[src/rtl/alu_serial_ctrl.sv]
// ---------------------------------------------------------------------------
// alu_serial_ctrl
//
// Bit-serial sequencer for a single 1-bit ALU slice. On an accepted start it
// latches the operands and function code. It then presents one operand bit
// pair per cycle to the slice, LSB first, and registers the slice carry
// between bits. It assembles the WIDTH-bit result from the slice outputs.
// Supported operations are AND, OR, ADD, SUB and SLT. SLT runs as a serial
// subtraction and resolves "less than" from the MSB sum and its overflow.
//
// Optional feature: define ALU_SERIAL_OVF_EN to report signed overflow of
// ADD/SUB on the overflow port. When it is undefined, overflow stays 0 and the
// port list does not change.
//
// Ports:
//   clk           rising-edge clock
//   reset         asynchronous active-low reset
//   start         operation request, sampled only while idle
//   Signal[5:0]   function code (AND/OR/ADD/SUB/SLT)
//   dataA, dataB  operands, latched on an accepted start
//   busy          high while bits are being processed
//   done          one-cycle completion pulse
//   err           last accepted start carried an unsupported code
//   overflow      signed overflow of the last ADD/SUB (optional feature)
//   dataOut       registered result
//   slice_*       drive to / result from the external 1-bit ALU slice
// ---------------------------------------------------------------------------
module alu_serial_ctrl #(
    parameter int WIDTH = 32
) (
    input  logic             clk,
    input  logic             reset,
    input  logic             start,
    input  logic [5:0]       Signal,
    input  logic [WIDTH-1:0] dataA,
    input  logic [WIDTH-1:0] dataB,
    output logic             busy,
    output logic             done,
    output logic             err,
    output logic             overflow,
    output logic [WIDTH-1:0] dataOut,
    output logic             slice_a,
    output logic             slice_b,
    output logic             slice_cin,
    output logic             slice_invert,
    output logic             slice_less,
    output logic [5:0]       slice_signal,
    input  logic             slice_out,
    input  logic             slice_cout
);

    localparam int CW = $clog2(WIDTH);

    localparam logic [5:0] OP_AND = 6'b100100;
    localparam logic [5:0] OP_OR  = 6'b100101;
    localparam logic [5:0] OP_ADD = 6'b100000;
    localparam logic [5:0] OP_SUB = 6'b100010;
    localparam logic [5:0] OP_SLT = 6'b101010;

    typedef enum logic [1:0] {
        S_IDLE,
        S_RUN,
        S_DONE
    } state_e;

    state_e           state_q;
    logic [WIDTH-1:0] a_q;
    logic [WIDTH-1:0] b_q;
    logic [WIDTH-1:0] result_q;
    logic [5:0]       op_q;
    logic [CW-1:0]    bit_cnt_q;
    logic             carry_q;

    logic start_supported;
    logic start_is_sub;
    logic op_is_sub;
    logic last_bit;
    logic msb_ovf;
    logic slt_bit;
    logic ovf_last;

    assign start_supported = Signal inside {OP_AND, OP_OR, OP_ADD, OP_SUB, OP_SLT};
    assign start_is_sub    = (Signal == OP_SUB) || (Signal == OP_SLT);
    assign op_is_sub       = (op_q == OP_SUB) || (op_q == OP_SLT);
    assign last_bit        = (bit_cnt_q == CW'(WIDTH - 1));

    // On the MSB cycle carry_q is the MSB carry-in and slice_cout the MSB
    // carry-out. Their XOR is the signed overflow of the addition in flight,
    // so no separate capture register is needed.
    assign msb_ovf = carry_q ^ slice_cout;

    // For a < b (signed), the sign of a - b is wrong exactly when the
    // subtraction overflowed.
    assign slt_bit = slice_out ^ msb_ovf;

`ifdef ALU_SERIAL_OVF_EN
    assign ovf_last = ((op_q == OP_ADD) || (op_q == OP_SUB)) && msb_ovf;
`else
    assign ovf_last = 1'b0;
`endif

    assign slice_less = 1'b0;

    // Slice drive is combinational from the operand registers. It is held at
    // zero outside RUN so the slice sees a quiet bus.
    always_comb begin
        // NOTE: every output gets a default first so no path leaves a value
        // unassigned, which would otherwise infer a latch.
        slice_a      = 1'b0;
        slice_b      = 1'b0;
        slice_cin    = 1'b0;
        slice_invert = 1'b0;
        slice_signal = 6'b000000;
        if (state_q == S_RUN) begin
            slice_a      = a_q[bit_cnt_q];
            slice_b      = b_q[bit_cnt_q];
            slice_cin    = carry_q;
            slice_invert = op_is_sub;
            slice_signal = (op_q == OP_SLT) ? OP_SUB : op_q;
        end
    end

    // NOTE: all state below uses non-blocking assignments so every register
    // samples the pre-edge values of the others, independent of statement
    // order.
    always_ff @(posedge clk or negedge reset) begin
        if (!reset) begin
            state_q   <= S_IDLE;
            a_q       <= '0;
            b_q       <= '0;
            result_q  <= '0;
            op_q      <= '0;
            bit_cnt_q <= '0;
            carry_q   <= 1'b0;
            busy      <= 1'b0;
            done      <= 1'b0;
            err       <= 1'b0;
            overflow  <= 1'b0;
            dataOut   <= '0;
        end else begin
            done <= 1'b0;
            case (state_q)
                S_IDLE: begin
                    if (start) begin
                        if (start_supported) begin
                            a_q       <= dataA;
                            b_q       <= dataB;
                            op_q      <= Signal;
                            bit_cnt_q <= '0;
                            result_q  <= '0;
                            // A subtraction is A + ~B + 1, so the carry
                            // starts at 1.
                            carry_q   <= start_is_sub;
                            err       <= 1'b0;
                            busy      <= 1'b1;
                            state_q   <= S_RUN;
                        end else begin
                            // Unsupported codes skip the slice entirely.
                            dataOut  <= '0;
                            err      <= 1'b1;
                            overflow <= 1'b0;
                            done     <= 1'b1;
                            state_q  <= S_DONE;
                        end
                    end
                end

                S_RUN: begin
                    result_q[bit_cnt_q] <= slice_out;
                    carry_q             <= slice_cout;
                    bit_cnt_q           <= bit_cnt_q + CW'(1);
                    if (last_bit) begin
                        // The MSB lands in result_q on this same edge, so
                        // the final word is assembled from slice_out directly.
                        if (op_q == OP_SLT) begin
                            dataOut <= {{(WIDTH-1){1'b0}}, slt_bit};
                        end else begin
                            dataOut <= {slice_out, result_q[WIDTH-2:0]};
                        end
                        overflow <= ovf_last;
                        busy     <= 1'b0;
                        done     <= 1'b1;
                        state_q  <= S_DONE;
                    end
                end

                S_DONE: begin
                    state_q <= S_IDLE;
                end

                default: begin
                    state_q <= S_IDLE;
                end
            endcase
        end
    end

endmodule

[config.mk]
export PLATFORM = sky130hd
export DESIGN_NAME = alu_serial_ctrl
export DESIGN_NICKNAME = d
export VERILOG_FILES = /design/src/rtl/alu_serial_ctrl.sv
export SDC_FILE = /design/constraint.sdc
export NUM_CORES = 1
export LEC_CHECK = 0
export CAP_MARGIN = 30
export CELL_PAD_IN_SITES_DETAIL_PLACEMENT = 1
export CELL_PAD_IN_SITES_GLOBAL_PLACEMENT = 2
export CORE_MARGIN = 4
export CORE_UTILIZATION = 33
export CTS_CLUSTER_DIAMETER = 200
export DETAILED_ROUTE_END_ITERATION = 12
export HOLD_SLACK_MARGIN = 0.15
export PLACE_DENSITY_LB_ADDON = 0.1
export REMOVE_ABC_BUFFERS = 1
export SETUP_SLACK_MARGIN = 0.15
export SLEW_MARGIN = 5
export SYNTH_ARGS = -nofsm -noshare
export SYNTH_HDL_FRONTEND = slang
export SYNTH_SLANG_ARGS = --single-unit
[constraint.sdc]
create_clock -name clk -period 2.4 [get_ports clk]
set_input_delay 0.6 -clock clk [delete_from_list [all_inputs] [get_ports clk]]
set_output_delay 0.6 -clock clk [all_outputs]
set_load 0.02 [all_outputs]
* Word-level counts from Yosys, hierarchy flattened
Index checks and enable logic that the tools add are counted.
Cells by class: $add $sub $neg 1, $lt $le $gt $ge 2, equality and inequality tests 13, mux-type cells 42, bitwise gates (word level) 2, reduce and logical (&&, ||, !) cells 12
Operator list (number):
- two-way mux 32 bit | 6
- case mux 32 bit (2 select lines) | 2
- equality test 6 bit, second input constant | 7
- bitwise mux 32 bit | 1
- two-way mux 1 bit | 17
- two-way mux 6 bit | 2
- binary-select mux 1 bit (select 5 bit) | 2
- two-way mux 5 bit | 2
- case mux 5 bit (2 select lines) | 1
- inequality test 2 bit, second input constant | 4
- case mux 1 bit (2 select lines) | 4
- AND reduction 4 bit | 2
- < comparator 5 x 6 -> 1 bit, second input constant | 1
- two-way mux 2 bit | 3
- AND reduction 3 bit | 2
- adder 5 x 1 -> 5 bit, second input constant | 1
- demux 1 bit (select 5 bit) | 1
- equality test 5 bit, second input constant | 1
- >= comparator 5 x 1 -> 1 bit, second input constant | 1
- nonzero test 5 bit | 1
- case mux 2 bit (2 select lines) | 1
- AND reduction 2 bit | 2
- equality test 2 x 1 -> 1 bit, second input constant | 1
- zero test 2 bit | 1
- other kinds (4) | 6
Word-level totals: register bits after elaboration 146

* Longest topological paths before layout
Gate-level depths: netlist of run 1.
word-level depth 6, mapped depth 9, depth with buffers taken out 6

* Worst setup path before layout of run 1
Ideal clock, no wire load.
path kind reg-to-output, from register bit_cnt_q[0], to output port slice_a, arrival 1.644 ns, required time 1.800 ns, slack 0.156 ns, cell stages (with the launch flop) 6, cells stage by stage dfrtp_1 -> buf_6 -> mux4_2 -> a32o_1 -> a311oi_1 -> o21ai_1
Between the ends: cells in the longest elaborated chain, start to end 3
RTL lines:
- start, declared | line 71 | logic [CW-1:0] bit_cnt_q;
- start signal, assigned | line 171 | bit_cnt_q <= bit_cnt_q + CW'(1);
- binary-select mux 1 bit (select 5 bit) | line 115 | slice_a = a_q[bit_cnt_q];
- two-way mux 1 bit (not written as such) | line 115
- two-way mux 1 bit | line 114 | if (state_q == S_RUN) begin
- end, declared | line 42 | output logic slice_a,
No other way between the ends. The select of a mux whose other input is x is not followed.

* Worst setup path in the final report of run 1
Same ends and word-level chain as after synthesis.

==> results of run 1 <==
per-stage QoR:
| step | area, um2 | util |
|---|---|---|
| after detailed placement | 8250 | 0.424 |
| final | 8930 | 0.459 |
| after CTS | 8890 | 0.457 |
| after global placement | 8250 | 0.424 |
| after floorplan | 6270 | - |
| after global routing | 8930 | 0.459 |
layout by cell type, fill, tap and decap left out, types with 4 or more instances in the layout:
master and count:
and2_1 9, ha_1 4, nor2b_1 4, mux2i_1 7, o21ai_0 37, o21ai_1 10
nand2b_1 8, and3_1 5, nor2_1 28, buf_12 6, mux4_1 4, buf_4 48
buf_6 5, inv_1 5, nand4_1 10, nand3_1 6, clkbuf_16 17, nand2_1 220
clkinvlp_4 4, clkdlybuf4s50_1 108, a22o_1 33, o2bb2ai_1 23, mux4_2 8, dfrtp_1 142
worst min path at each step:
stage	slack, ns	depth (start not counted)	endpoint	from
floorplan	0.30	0	a_q[0]	reset
global placement	0.45	2	a_q[22]	a_q[22]
global route	0.16	1	busy	reset
detailed placement	0.46	2	a_q[11]	a_q[11]
finish	0.13	1	done	reset
CTS	0.15	1	done	reset
flip-flops by register name, summed over array words and instances (netlist names):
signal     cells
err            1
carry_q        1
op_q           6
result_q      31
state_q        2
bit_cnt_q      5
busy           1
dataOut       32
b_q           32
done           1
a_q           32
power groups by stage:
stage               Combinational, mW  Sequential, mW  Clock (mW)
floorplan                        1.24            3.52           0
global placement                 2.22            3.59           0
detailed placement               2.32            3.62           0
CTS                              2.37            3.60        2.69
global route                     2.71            3.69        2.80
finish                           2.40            3.58        2.64
per-layer routing:
metal  share of wire  wire length [um]
met1            0.45              8220
met2            0.50              9180
met3           0.029               537
met4           0.015               275
met5               0                 0
critical path: cells and delay by family (launching register included):
kind | cells | cell delay, ns
muxes | 1 | 0.49
AOI/OAI and AO/OA | 3 | 0.56
buffers and inverters | 2 | 0.31
DFF | 1 | 0.43
final cells by class:
cell class	count	area, um2
Inverter	8	30.0
Timing Repair Buffer	176	1700
Multi-Input combinational cell	457	2680
Clock buffer	20	447
Fill cell	2190	10500
Clock inverter	12	135
Sequential cell	144	3610
Tap cell	265	332
logic make-up (layout without fill, tap and decap cells):
group,count (synthesis),in the layout,synth area share
simple gates,305,305,0.198
compound gates,119,119,0.130
fa+ha+maj,5,5,0.00960
xor+xnor,2,2,0.00269
flops,144,144,0.553
buf+inv,57,216,0.0428
other cells,1,2,0.000575
mux,24,24,0.0637
timing repair:
item / in CTS / in global routing
buffers inserted: 3 / 4
pin swaps: 3 / 3
gates resized for setup: 35 / 12
endpoints found under the setup margin: 40 / 39
==> results.toml, run 1 <==
[run_status]
outcome = "finished, violations left"
violations = "negative setup slack"

[sta]
rsz0062_at_grt = "yes"
finalCritPeriodShare = 1.17
hold_ws_ns = 0.127
period_minus_slack_ns = 2.81
finalSetupViolCount = 2
skew_ns = 0.00977
drv_slew = 0
hold_viol = 0
worst_slew_pin_slew_ns = 0.548
relSlewSlack = 0.634
final.setup.worst_slack_ns = -0.410
fmax_mhz = 356
finalSetupTns_ns = -0.798

[cts]
clk_pin_slew_ns = 0.06
cts_root_buffer = "clkbuf_16"
hold_buffers = 0
clk_latency_ns = 0.43
clock_path_buffers = 2
clkSinkCount = 144
cts-htree-levels = 4
cts_inserted_buffers = 17
cts_tree = "done"

[power_and_ir_drop]
pwr-share-comb = 0.279
p_seq_frac = 0.416
clockPowerShare = 0.306
cellPowerDensity_nw_per_um2 = 965
p_leak_nw = 4.12
ir_drop_mv = 0.530
p_sw_mw = 2.72
switching_share = 0.316
p_int_mw = 5.90
power_mw = 8.62

[critical_path]
crit_arrival_ns = 2.21
cp-startpoint = "bit_cnt_q[0]"
rr_endpoint = "dataOut[6]"
crit_path_end_kind = "primary output"
crit_path_end = "slice_a"
cp.required_ns = 1.80
critical_path_peak_fanout = 4
crit_slowest_cell = "mux4_2"
rr_startpoint = "bit_cnt_q[0]"
reg2reg_slack_ns = 0.25
path_cells = "buf_6 -> mux4_2 -> a32o_1 -> a311oi_2 -> o21ai_1 -> buf_2"
ff2ff_path_depth = 9
cp_slowest_stage_delay_ns = 0.49
critPathKind = "reg -> out"
start_kind = "register"

[layout]
layout-drive-gt1-share = 0.146
area_growth_pct = 37.0
fin_nets = 884
diodes = 0
final_cells = 1082

[yosys]
ys_seq_area_frac = 0.553
synth_cell_types = 47
synth_area_leader_cell = "dfrtp_1"
synthTopCellsByCount = "nand2_1 (221), dfrtp_1 (144), o21ai_0 (37), a22o_1 (33), nor2_1 (28)"
ys_warn_count = 0
synth-edff-count = 0
synth_area_leaders = "dfrtp_1 (55%), nand2_1 (13%), a22o_1 (4.4%)"
yosysMostFrequentCell = "nand2_1"
ys_ff_latch = 144
yosysTopAreaCellShare = 0.553
synth_flop_cell = "dfrtp_1"
synthArstFlopShare = 1.00
netlist_instances = 657
avgSynthCellArea_um2 = 9.92
netlist_area_um2 = 6520

[floorplanning]
ios = 122
initial_utilization = 0.335
coreArea_um2 = 19500
die_area_um2 = 22100
fp.dieW_um = 149
num_rows = 51
die_h_um = 149

[global_route]
track_usage = 0.174
grt_start_max_net_pins = 76
grtUsageMet2 = 0.299
grt_pass1_wl_mm = 30.6
met1_usage = 0.223
antenna_found_initial = 0
top_usage_layer = "met2"
grt_overflow = 0
grt_pass1_vias = 5812
use_met3 = 0.0347

[place]
dp_slack_ns = -0.425
gp_congestion = 0.778
io_buffer_count = 119
numPlacedInstances = 1043
dp_hpwl_mm = 13.0

[drt]
postRouteAntennaNets = 0
num_vias = 5252
wire_per_inst_um = 16.8
drc = 0
wl_mm = 18.2
drtIter0Drc = 247
avgViaCountPerCell = 4.85
drt-pass1-iter-count = 4

[min_path]
hold_path.class = "in -> async"

[flow_run]
cap_violations = 0
No activity file was read; power rests on OpenSTA's default activity.
==> run 2: changes to the inputs <==
- CORE_ASPECT_RATIO: unset -> 0.6
==> results.toml, run 2 (synthesis gave the netlist of run 1 again) <==
[run_status]
outcome = "finished, violations left"
violations = "negative setup slack"

[cts]
cts-htree-levels = 4
clkSinkCount = 144
cts_inserted_buffers = 17
cts_root_buffer = "clkbuf_16"
clk_pin_slew_ns = 0.06
cts_tree = "done"
clock_path_buffers = 2
clk_latency_ns = 0.43

[floorplanning]
die_area_um2 = 22100
initial_utilization = 0.339
die_h_um = 117
fp.dieW_um = 189
ios = 122
num_rows = 39
coreArea_um2 = 19200

[critical_path]
reg2reg_slack_ns = 0.28
cp.required_ns = 1.80
critPathKind = "reg -> out"
crit_arrival_ns = 2.20
start_kind = "register"
critical_path_peak_fanout = 4
ff2ff_path_depth = 9
crit_path_end_kind = "primary output"

[global_route]
grt_pass1_vias = 5771
track_usage = 0.185
grt_pass1_wl_mm = 32.1
grt_overflow = 0
grt_start_max_net_pins = 76
antenna_found_initial = 0

[sta]
finalSetupTns_ns = -0.780
hold_viol = 0
finalCritPeriodShare = 1.17
finalSetupViolCount = 2
final.setup.worst_slack_ns = -0.404
fmax_mhz = 357
drv_slew = 0
worst_slew_pin_slew_ns = 0.674
skew_ns = 0.0176
rsz0062_at_grt = "yes"
period_minus_slack_ns = 2.80
relSlewSlack = 0.551

[power_and_ir_drop]
ir_drop_mv = 0.673
power_mw = 8.97
cellPowerDensity_nw_per_um2 = 989
p_leak_nw = 4.21

[place]
io_buffer_count = 119
dp_hpwl_mm = 13.8
gp_congestion = 0.792

[min_path]
hold_path.class = "in -> async"

[layout]
diodes = 0
layout-drive-gt1-share = 0.167
mostFrequentLayoutCells = "nand2_1 (221), dfrtp_1 (142), clkdlybuf4s50_1 (108)"
area_growth_pct = 39.2
n_fill_cell = 2183
fin_nets = 895
biggestRegsByFlops = "a_q: 32 flops, b_q: 32 flops, dataOut: 32 flops"
layout_commonest_cell = "nand2_1"

[drt]
wire_per_inst_um = 18.1
drtIter0Drc = 301
num_vias = 5345
drt-pass1-iter-count = 4
wl_mm = 19.8
avgViaCountPerCell = 4.89
postRouteAntennaNets = 0
drc = 0

[flow_run]
cap_violations = 0
## run 2: changes by cell type in the layout (fill, tap and decap cells not counted), moves of 2 or more
cell / previous run / this run
o21ai_1: 10 / 8
clkbuf_1: 2 / 0
buf_2: 1 / 6
clkbuf_2: 2 / 0
buf_6: 5 / 10
o21ai_2: 0 / 2
inv_6: 2 / 4
buf_4: 48 / 56
clkdlybuf4s15_1: 3 / 0
## run 2: metrics by stage
stage / setup WS, ns / cell area (um2) / util / cells / hold slack (ns)
after detailed placement: -0.445 / 8340 / 0.434 / 1056 / 0.465
after global placement: -0.433 / 8340 / 0.434 / 1056 / 0.461
final: -0.404 / 9070 / 0.472 / 1094 / 0.158
after global routing: -0.500 / 9070 / 0.472 / 1094 / 0.189
after CTS: -0.417 / 9030 / 0.470 / 1093 / 0.196
after floorplan: -0.811 / 6270 / - / 609 / 0.304
## run 2: path summary, 6_finish.rpt
kind,from,endpoint
setup / recovery,bit_cnt_q[0],slice_a
hold / removal,reset,dataOut[19]
max in group asynchronous,reset,bit_cnt_q[0]
min in group clk,b_q[1],b_q[1]
setup reg to reg,bit_cnt_q[1],dataOut[9]
hold reg to reg,b_q[1],b_q[1]
## run 2: power breakdown
| group | switching [mW] | internal (mW) |
|---|---|---|
| registers | 0.491 | 3.09 |
| logic | 1.25 | 1.35 |
| clock network | 1.11 | 1.68 |
## run 2: timing repair
action / CTS / global route
gates resized for setup: 59 / 8
hold buffers: 0 / 0
endpoints found under the hold margin: 0 / 0
buffers inserted: 5 / 1
setup endpoints to repair: 39 / 38
pin swaps: 3 / 0
## run 2: final cells by class
type	instances	area, um2	share of cell area
tap	266	333	0.0367
inverter	8	30.0	0.00331
timing repair buffer	187	1780	0.197
clock inverter	14	179	0.0197
multi-input combinational	457	2700	0.298
clock buffer	18	439	0.0484
sequential	144	3610	0.397
## run 2: critical path, cell delays in order (launching register included)
cell      delay (ns)
dfrtp_2         0.39
buf_12          0.12
buf_6           0.10
mux4_2          0.49
a32o_1          0.23
a311oi_2        0.21
o21ai_2         0.10
buf_6           0.14
## run 2: per-layer routing
layer	global-route usage	part of all wire
met3	0.0409	0.038
met4	0.0506	0.0069
met5	0	0
met2	0.274	0.43
met1	0.275	0.52
